$ cat src/rtl/cam_pkg.sv
// Shared widths and FSM encoding for the CAM lookup match-iterator path.
// Latency: n/a (declarations only).
// Backpressure: n/a.
package cam_pkg;

  localparam int MATCH_W = 32;
  localparam int IDX_W   = 5;
  localparam int TAG_W   = 8;

  // Explicit single-bit encoding keeps the state register legacy-compatible.
  typedef enum logic [0:0] {
    IDLE = 1'b0,
    EMIT = 1'b1
  } state_t;

endpackage

$ cat src/rtl/prienc_32_5.sv
// LSB-first priority encoder: index of the lowest set bit of a 32-bit vector.
// Latency: purely combinational.
// Backpressure: none.
// Ports: vec - input vector; idx - lowest set bit index, 0 when vec is zero.
module prienc_32_5
  import cam_pkg::*;
(
  input  logic [MATCH_W-1:0] vec,
  output logic [IDX_W-1:0]   idx
);

  // Scan from the top down so the lowest set bit is the last one written.
  always_comb begin
    idx = '0;
    for (int i = MATCH_W - 1; i >= 0; i--) begin
      if (vec[i]) idx = IDX_W'(i);
    end
  end

endmodule

$ cat src/rtl/cam_match_iter.sv
// Serialises one CAM match vector per lookup into matching entry indices, lowest first.
// Latency: accept at edge N -> first beat valid in cycle N+1; one index per cycle.
// Backpressure: beats hold stable while out_valid & !out_ready; in_ready only in IDLE.
// Ports: in_valid/in_ready/in_match/in_tag - lookup input; abort - drop rest of lookup;
//        out_valid/out_ready/out_idx/out_hit/out_last/out_trunc/out_tag - beat stream;
//        stat_lookups/stat_trunc - counters, built only with CAM_MATCH_ITER_STATS_EN.
module cam_match_iter
  import cam_pkg::*;
#(
  parameter int MAX_HITS = 32  // 1..32 hit beats per lookup; extra matches dropped
) (
  input  logic               clk,
  input  logic               rst,
  input  logic               in_valid,
  output logic               in_ready,
  input  logic [MATCH_W-1:0] in_match,
  input  logic [TAG_W-1:0]   in_tag,
  input  logic               abort,
  output logic               out_valid,
  input  logic               out_ready,
  output logic [IDX_W-1:0]   out_idx,
  output logic               out_hit,
  output logic               out_last,
  output logic               out_trunc,
  output logic [TAG_W-1:0]   out_tag,
  output logic [31:0]        stat_lookups,
  output logic [31:0]        stat_trunc
);

  localparam logic [5:0] LAST_CNT = 6'(MAX_HITS - 1);

  state_t             state;
  logic [MATCH_W-1:0] pend;
  logic [TAG_W-1:0]   tag;
  logic [5:0]         cnt;

  logic [IDX_W-1:0]   enc_idx;
  logic [MATCH_W-1:0] pend_next;
  logic               single;
  logic               accept;
  logic               beat_hs;

  prienc_32_5 u_prienc (
    .vec (pend),
    .idx (enc_idx)
  );

  // pend is forced to zero whenever the FSM leaves EMIT, so in IDLE the
  // hit/trunc flags fall out as 0 and out_last as 1 with no extra gating.
  assign single    = (pend & (pend - 1'b1)) == '0;
  assign in_ready  = (state == IDLE);
  assign out_valid = (state == EMIT);
  assign out_idx   = enc_idx;
  assign out_hit   = |pend;
  assign out_last  = !out_hit || single || (cnt == LAST_CNT);
  assign out_trunc = out_last && out_hit && !single;
  assign out_tag   = tag;

  assign accept    = in_ready && in_valid;
  assign beat_hs   = out_valid && out_ready;
  assign pend_next = pend & ~(MATCH_W'(1) << enc_idx);

  always_ff @(posedge clk or posedge rst) begin
    if (rst) begin
      state <= IDLE;
      pend  <= '0;
      tag   <= '0;
      cnt   <= '0;
    end else begin
      case (state)
        IDLE: begin
          // abort is meaningless here; a pending lookup is taken as usual.
          if (in_valid) begin
            pend  <= in_match;
            tag   <= in_tag;
            cnt   <= '0;
            state <= EMIT;
          end
        end
        EMIT: begin
          if (beat_hs) begin
            pend <= pend_next;
            cnt  <= cnt + 6'd1;
            if (out_last) begin
              // Clearing here also drops matches left over by truncation.
              pend  <= '0;
              state <= IDLE;
            end
          end
          // A beat handshaken alongside abort has already been delivered.
          if (abort) begin
            pend  <= '0;
            state <= IDLE;
          end
        end
        default: state <= IDLE;
      endcase
    end
  end

`ifdef CAM_MATCH_ITER_STATS_EN
  always_ff @(posedge clk or posedge rst) begin
    if (rst) begin
      stat_lookups <= '0;
      stat_trunc   <= '0;
    end else begin
      if (accept) stat_lookups <= stat_lookups + 32'd1;
      if (beat_hs && out_trunc) stat_trunc <= stat_trunc + 32'd1;
    end
  end
`else
  assign stat_lookups = '0;
  assign stat_trunc   = '0;
`endif

endmodule
$ cat config.mk
export PLATFORM = sky130hd
export DESIGN_NAME = cam_match_iter
export DESIGN_NICKNAME = d
export VERILOG_FILES = /design/src/rtl/cam_pkg.sv /design/src/rtl/prienc_32_5.sv /design/src/rtl/cam_match_iter.sv
export SDC_FILE = /design/constraint.sdc
export NUM_CORES = 1
export LEC_CHECK = 0
export BUFFER_PORTS_ARGS = -buffer_cell sky130_fd_sc_hd__buf_2
export CAP_MARGIN = 20
export CORE_AREA = 8 8 102 104
export DETAILED_ROUTE_END_ITERATION = 8
export DIE_AREA = 0 0 110 112
export PLACE_DENSITY = 0.77
export SYNTH_ARGS = -nofsm -noshare
export SYNTH_HDL_FRONTEND = slang
export SYNTH_SLANG_ARGS = --single-unit
export TNS_END_PERCENT = 20
$ cat constraint.sdc
create_clock -name clk -period 3.1 [get_ports clk]
set_clock_uncertainty 0.1 [all_clocks]
set_input_delay 0.62 -clock clk [delete_from_list [all_inputs] [get_ports clk]]
set_output_delay 0.62 -clock clk [all_outputs]
set_load 0.02 [all_outputs]
## After elaboration in Yosys (flattened, before gate mapping)

Index checks and enable logic that the tools add are counted.
Widths: inputs -> output; s select.

| storage, ports and cells | value |
|---|---|
| register bits | 47 |
| input bits | 45 |
| word-level logic and storage cells | 72 |

| operators by class | value |
|---|---|
| add/sub/neg operators | 2 |
| equality and inequality tests | 4 |
| shift operators | 1 |
| mux-type cells | 45 |
| bitwise gates (word level) | 4 |
| reductions and logical operators | 12 |

Operators by type and width:

| cell | count |
|---|---|
| $mux 5 | 32 |
| $mux 32 | 4 |
| $and 32x32->32 | 2 |
| $pmux 32 s2 | 1 |
| $logic_not 32->1 | 1 |
| $not 32->32 | 1 |
| $reduce_or 32->1 | 1 |
| $shl 1x5->32 const A | 1 |
| $sub 32x1->32 const B | 1 |
| $mux 6 | 2 |
| $pmux 6 s2 | 1 |
| $add 6x1->6 const B | 1 |
| $eq 6x5->1 const B | 1 |
| $reduce_and 2->1 | 3 |
| $mux 1 | 4 |
| $logic_and 1x1->1 | 3 |
| $ne 3x2->1 const B | 1 |
| $logic_not 1->1 | 2 |
| $logic_or 1x1->1 | 2 |
| $ne 2x1->1 const B | 1 |
| $ne 2x2->1 const B | 1 |
| $pmux 1 s2 | 1 |
| $not 1->1 | 1 |

## Logic depth before layout (Yosys ltp)

Gate-level depths: netlist (run 1).

| depth | value |
|---|---|
| word-level depth | 39 |
| gate-level depth with buffers | 10 |
| mapped depth without buffers | 8 |

## Modules after synthesis

A second synthesis (run 1) with hierarchy kept.

| unflattened totals | value |
|---|---|
| cells, all modules | 443 |
| area, all modules | 3716.1 µm² |

Modules (own cells, without submodules):

| module | times used | cells each | area each (µm²) | sequential area each (µm²) |
|---|---|---|---|---|
| cam_match_iter | 1 | 380 | 3350.7 | 1176.1 |
| prienc_32_5 | 1 | 63 | 365.4 | 0.0 |

## Least setup slack after synthesis (run 1)

Ideal clock, no wire load.

| timing | value |
|---|---|
| kind | reg2out |
| from | register pend[11] |
| to | output out_last |
| arrival | 2.420 ns |
| setup slack | -0.040 ns |
| cell stages (with the launch flop) | 8 |
| path buffers | 1 |
| cell sequence | dfrtp_1 -> buf_6 -> nor4_4 -> nand4_1 -> a221o_1 -> a2111oi_4 -> nand4_2 -> o21ai_0 |

| between the ends | value |
|---|---|
| longest elaborated chain between the ends | 5 |
| elaborated cells on any way between the ends | 7 |

Ends and longest elaborated chain:

| item | line | source |
|---|---|---|
| start: declaration | cam_match_iter.sv:33 | `logic [MATCH_W-1:0] pend;` |
| start signal: assignment | cam_match_iter.sv:74 | `pend <= in_match;` |
| start signal: assignment | cam_match_iter.sv:82 | `pend <= pend_next;` |
| $sub 32x1->32 | cam_match_iter.sv:50 | `assign single = (pend & (pend - 1'b1)) == '0;` |
| $and 32x32->32 | cam_match_iter.sv:50 |  |
| $logic_not 32->1 | cam_match_iter.sv:50 |  |
| $logic_or 1x1->1 (*) (2 in a row) | cam_match_iter.sv:55 | `assign out_last = !out_hit \|\| single \|\| (cnt == LAST_CNT);` |
| end: declaration | cam_match_iter.sv:23 | `output logic out_last,` |

Mark *: on every way between the ends. The rest lies on a longest branch, timed or not.

## Final worst setup path (run 1)

Ends and elaborated chain as after synthesis.

==> out/qor.yml, run 1 <==
syn_area_um2: 3870
num_rows: 35
critPathLaunchType: "register"
die_h_um: 112
ys_ff_latch: 47
num_vias: 3737
antenna_left: 0
final_cell_mix: "65 x buf_4, 64 x conb_1, 60 x buf_2"
ctsLongestPathBuffers: 2
io_buffers: 62
cts_tree: "yes"
core-area_um2: 8890
final_common_cell: "buf_4"
post-dp-hpwl_um: 9800
die_x_um: 110
peakVddDrop_uv: 250
ios: 127
slew_viol_final: 0
finalCritPeriodShare_pct: 107
relSlewSlack_pct: 46.7
layout.nets: 602
grt_usage_pct: 20.6
ys_seq_area_share_pct: 30.4
grt_pass1_vias: 3854
critPathCaptureType: "output pin"
ys_warn_count: 0
stdcell_area_um2: 4570
antenna_found_initial: 0
worstPathRequired_ns: 2.38
pre_cts_slack_ns: 0.00390
synth_compound_area_share_pct: 31.4
yosysUniqueCellTypes: 64
wl_um: 12700
die_area_um2: 12300
yosys.area_share.simple_pct: 18.5
grt_max_degree: 48
clk_latency_ns: 0.31
diodes: 0
synth_cells: 459
synthXorXnorAreaFrac_pct: 0.226
drv_cap: 0
numCtsBuffers: 5
synth_enable_flop_cells: 0
drc: 0
fin_ws_ns: -0.211
via_per_inst: 5.59
worstPathArrival_ns: 2.59
fillers: 858
start_util_pct: 43.5
dpl_cell_area_um2: 4340
synth_top_area_share_pct: 30.4
synth_area_per_cell_um2: 8.43
leakagePower_nw: 2.07
synth_fa_ha_area_share_pct: 0.582
muxShareOfSynthArea_pct: 0.259
async_flop_share_pct: 100
drt-initial-drc-count: 263
powerDensity_nw_per_um2: 692
yosys_most_used_dff: "dfrtp_1"
path_clk_slew_ns: 0.10
cts.sinks: 47
run_status: "complete, but fails checks"
min_period_ns: 3.31
worstSetupPathType: "register to output pin"
yosys-top-cells-area: "dfrtp_1 30%, buf_4 13%, o21ai_2 6.1%"
firstDrtPassIters: 5
synthToLayoutAreaGrowth_pct: 18.0
cts_max_level: 2
cts_root_buffer: "clkbuf_8"
yosysTopAreaCell: "dfrtp_1"
postCtsHoldBufs: 0
drive_gt1_share_pct: 33.8
grt_pass1_wl_um: 20300
avgRoutedWirePerCell_um: 18.9
violations: "setup timing"
cp_max_fo: 5
rsz0062_at_grt: "yes"
final-hold-violation-count: 0
synth_top_family_by_area: "compound AO/OA/AOI/OAI gates"
gp_congestion: 0.922
max_freq_mhz: 302
setup-violations-final: 3
grt_overflow: 0
worst_slew_pin_slew_ns: 0.796
hold_class: "input pin to async pin"
-- report_power, final --
part | leakage (nW) | total [W] | switching, W | internal, W
registers | 0.593 | 0.000909 | 0.000160 | 0.000749
logic | 1.41 | 0.00176 | 0.00106 | 0.000703
clock network | 0.0612 | 0.000490 | 0.000229 | 0.000262
total | 2.07 | 0.00316 | 0.00145 | 0.00171
-- synth_stat cells, types with 5 or more instances --
library cell / count
nand2_1: 38
a21oi_1: 15
buf_2: 12
nand3_1: 11
inv_1: 14
o21ai_0: 29
o211ai_1: 6
a22oi_1: 28
buf_4: 65
dfrtp_1: 47
nor3_1: 11
nor4_1: 6
nor2_1: 25
clkbuf_1: 18
o31ai_1: 13
nand2b_1: 5
nor2b_1: 5
o21ai_2: 27
-- metal layers --
layer / vias to the layer above / GRT usage, % / routed length (um)
met4: 0 / 6.22 / 204
met1: 1827 / 27.9 / 5650
met3: 19 / 2.95 / 834
met5: - / 0 / 0
li1: 1745 / - / -
met2: 146 / 32.5 / 5970
-- area by class of cell --
class                   instances  area (um2)  area share, %
well taps                     111         139           3.04
inverters                      14        52.6           1.15
clock buffers                   6        82.6           1.81
flip-flops and latches         47        1180           25.8
repair buffers                127         820           17.9
clock inverters                 2        35.0          0.767
multi-input cells             361        2260           49.5
-- flip-flops by register name, summed over array words and instances, names as in the netlist --
register,cells
out_valid,1
cnt,6
pend,32
out_tag,8
-- stage by stage --
step	total power (W)	utilization [%]	setup TNS (ns)	hold WS (ns)	instances
final	0.00316	51.4	-0.434	0.369	668
after global routing	0.00336	51.4	-0.967	0.400	668
after CTS	0.00312	50.5	-0.363	0.385	663
after detailed placement	0.00261	48.8	0	0.361	652
after global placement	0.00258	48.8	0	0.352	652
after floorplan	0.00201	-	0	0.345	522
-- worst paths after layout --
path,from,to,slack [ns],cells after the start
setup / recovery,pend[11],out_last,-0.21,8
hold reg to reg,out_tag[5],out_tag[5],0.38,2
hold / removal,rst,cnt[2],0.37,3
min in group clk,out_tag[5],out_tag[5],0.38,2
max in group asynchronous,rst,pend[31],2.08,3
setup reg to reg,pend[5],pend[14],0.17,11
-- cell families after synthesis --
| kind of cell | count (synthesis) |
|---|---|
| AND/OR/NAND/NOR | 129 |
| XOR/XNOR | 1 |
| adder cells (fa/ha/maj) | 2 |
| multiplexers | 1 |
| other | 1 |
| buffers and inverters | 114 |
| AO/OA/AOI/OAI | 164 |
| flip-flops | 47 |
-- worst max-delay path, stage by stage (launching register included) --
cell and delay (ns):
dfrtp_1 0.42, nor4_4 0.26, buf_4 0.18, nand4_1 0.13, a221o_1 0.42, a2111oi_4 0.35, nand4_4 0.18, o21ai_4 0.20
buf_6 0.14
-- what timing repair did --
action	in CTS	in global routing
gates resized for setup	5	11
endpoints found under the setup margin	4	8
pin swaps	7	10
buffers inserted	3	5
Note: power is estimated with default switching activity, not from simulation.
==> inputs of run 2 (changes only) <==
BUFFER_PORTS_ARGS = unset   (was -buffer_cell sky130_fd_sc_hd__buf_2)
DONT_BUFFER_PORTS = 1   (was unset)
PLACE_DENSITY = 0.65   (was 0.77)
==> out/qor.yml, run 2 (synthesis results as in run 1) <==
fillers: 887  # +3.4%
worstPathArrival_ns: 2.58  # about the same
reg2reg_from: "pend[15]"
start_util_pct: 43.5  # unchanged
critPathCaptureType: "output pin"
drc: 0  # unchanged
final-hold-violation-count: 0  # unchanged
ctsLongestPathBuffers: 2  # unchanged
slowest_stage: "nor4_2"
via_per_inst: 5.76  # +2.9%
antenna_left: 0  # unchanged
cts.sinks: 47  # unchanged
slew_viol_final: 0  # unchanged
grt_usage_pct: 19.1  # -1.4 points
leakagePower_nw: 1.80  # -13%
numCtsBuffers: 5  # unchanged
ios: 127  # unchanged
grt_overflow: 0  # unchanged
setup-violations-final: 2  # -1
finalCritPeriodShare_pct: 106  # -0.40 points
power.total_w: 0.00305  # -3.6%
antenna_found_initial: 0  # unchanged
clk_latency_ns: 0.31  # about the same
powerDensity_nw_per_um2: 727  # +5.1%
worstSetupPathType: "register to output pin"
core-area_um2: 8890  # unchanged
grt_pass1_vias: 3418  # -11%
num_vias: 3453  # -7.6%
max_freq_mhz: 303  # +0.38%
path_clk_slew_ns: 0.10  # about the same
relSlewSlack_pct: 45.6  # -1.1 points
post-dp-hpwl_um: 9320  # -4.9%
die_area_um2: 12300  # unchanged
critPathLaunchType: "register"
io_buffers: 0  # -100%
drive_gt1_share_pct: 23.5  # -10 points
wl_um: 12000  # -5.4%
min_period_ns: 3.30  # -0.0124 ns
num_rows: 35  # unchanged
worstSetupStartpoint: "pend[20]"
dp.cells: 587  # -10%
top_register: "pend"
cts_tree: "yes"
layout.nets: 534  # -11%
grt_pass1_wl_um: 18800  # -7.4%
stdcell_count: 600  # -10%
cp_cell_sequence: "nor4_2 > nand2_1 > a221o_1 > a2111oi_4 > nand4_2 > o21ai_1 > buf_4"
diodes: 0  # unchanged
fin_ws_ns: -0.199  # +0.0124 ns
tns_ns: -0.308  # +0.125 ns
drt-initial-drc-count: 288  # +9.5%
cts_root_buffer: "clkbuf_8"
max_stage_delay_ns: 0.44  # +0.02 ns
violations: "setup timing"
grt_max_degree: 48  # unchanged
firstDrtPassIters: 6  # +1
run_status: "complete, but fails checks"
final_cell_mix: "64 x conb_1, 57 x buf_4, 47 x dfrtp_1"
worst_slew_pin_slew_ns: 0.812  # +0.0162 ns
synthToLayoutAreaGrowth_pct: 8.31
drv_cap: 0  # unchanged
gp_congestion: 0.964  # +4.5%
hold_ws_ns: 0.104  # -0.265 ns
cts_max_level: 2  # unchanged
worstPathRequired_ns: 2.38  # about the same
rsz0062_at_grt: "yes"
largest_register_ff_count: 32  # unchanged
die_x_um: 110  # unchanged
die_h_um: 112  # unchanged
cp_max_fo: 3  # -2
pre_cts_slack_ns: -0.00637  # -0.0103 ns
final_common_cell: "conb_1"
avgRoutedWirePerCell_um: 19.9  # +5.3%
peakVddDrop_uv: 343  # +37%
hold_class: "input pin to async pin"
-- run 2: cell types whose count changed in the layout (fill, tap and decap cells not counted), sizes merged --
cell    delta
inv        +1
clkinv     -1
buf       -68
-- run 2: through the flow --
stage / util [%] / area, um2
after floorplan: - / 4110
after global placement: 45.0 / 4000
after detailed placement: 45.0 / 4000
after CTS: 46.8 / 4160
after global routing: 47.2 / 4190
final: 47.2 / 4190
-- run 2: final cells by class --
cell class	instances	area, um2	area share (%)
well taps	111	139	3.31
multi-input cells	361	2240	53.4
clock inverters	2	35.0	0.836
repair buffers	59	468	11.2
clock buffers	6	82.6	1.97
flip-flops and latches	47	1180	28.1
inverters	14	52.6	1.25
-- run 2: routing by layer --
layer | global-route usage [%] | wire [um] | vias to the layer above
li1 | - | - | 1614
met1 | 25.2 | 5150 | 1657
met2 | 30.0 | 5600 | 158
met3 | 3.87 | 941 | 24
met4 | 6.49 | 278 | 0
met5 | 0 | 0 | -
-- run 2: final timing paths --
check,end,slack (ns),depth (start not counted)
setup / recovery,out_last,-0.20,7
hold / removal,pend[0],0.10,1
setup reg to reg,pend[29],0.23,9
hold reg to reg,cnt[5],0.40,1
max in group asynchronous,pend[12],2.28,2
min in group clk,out_valid,0.29,1
-- run 2: critical path, delay by kind of cell (launching register included) --
kind	cells	cell delay, ns
compound gates	3	0.87
flops	1	0.43
simple gates	3	0.81
buf+inv	1	0.17
-- run 2: timing repair --
| item | 4_1_cts | 5_1_grt |
|---|---|---|
| setup buffers | 4 | 0 |
| pin swaps | 9 | 3 |
| setup endpoints to repair | 3 | 3 |
| gates resized for setup | 4 | 1 |
| hold buffers | 0 | 0 |
-- run 2: power by group --
part,switching (W),internal (W)
combinational,0.000967,0.000639
clock,0.000228,0.000262
sequential,0.000206,0.000747
total,0.00140,0.00165
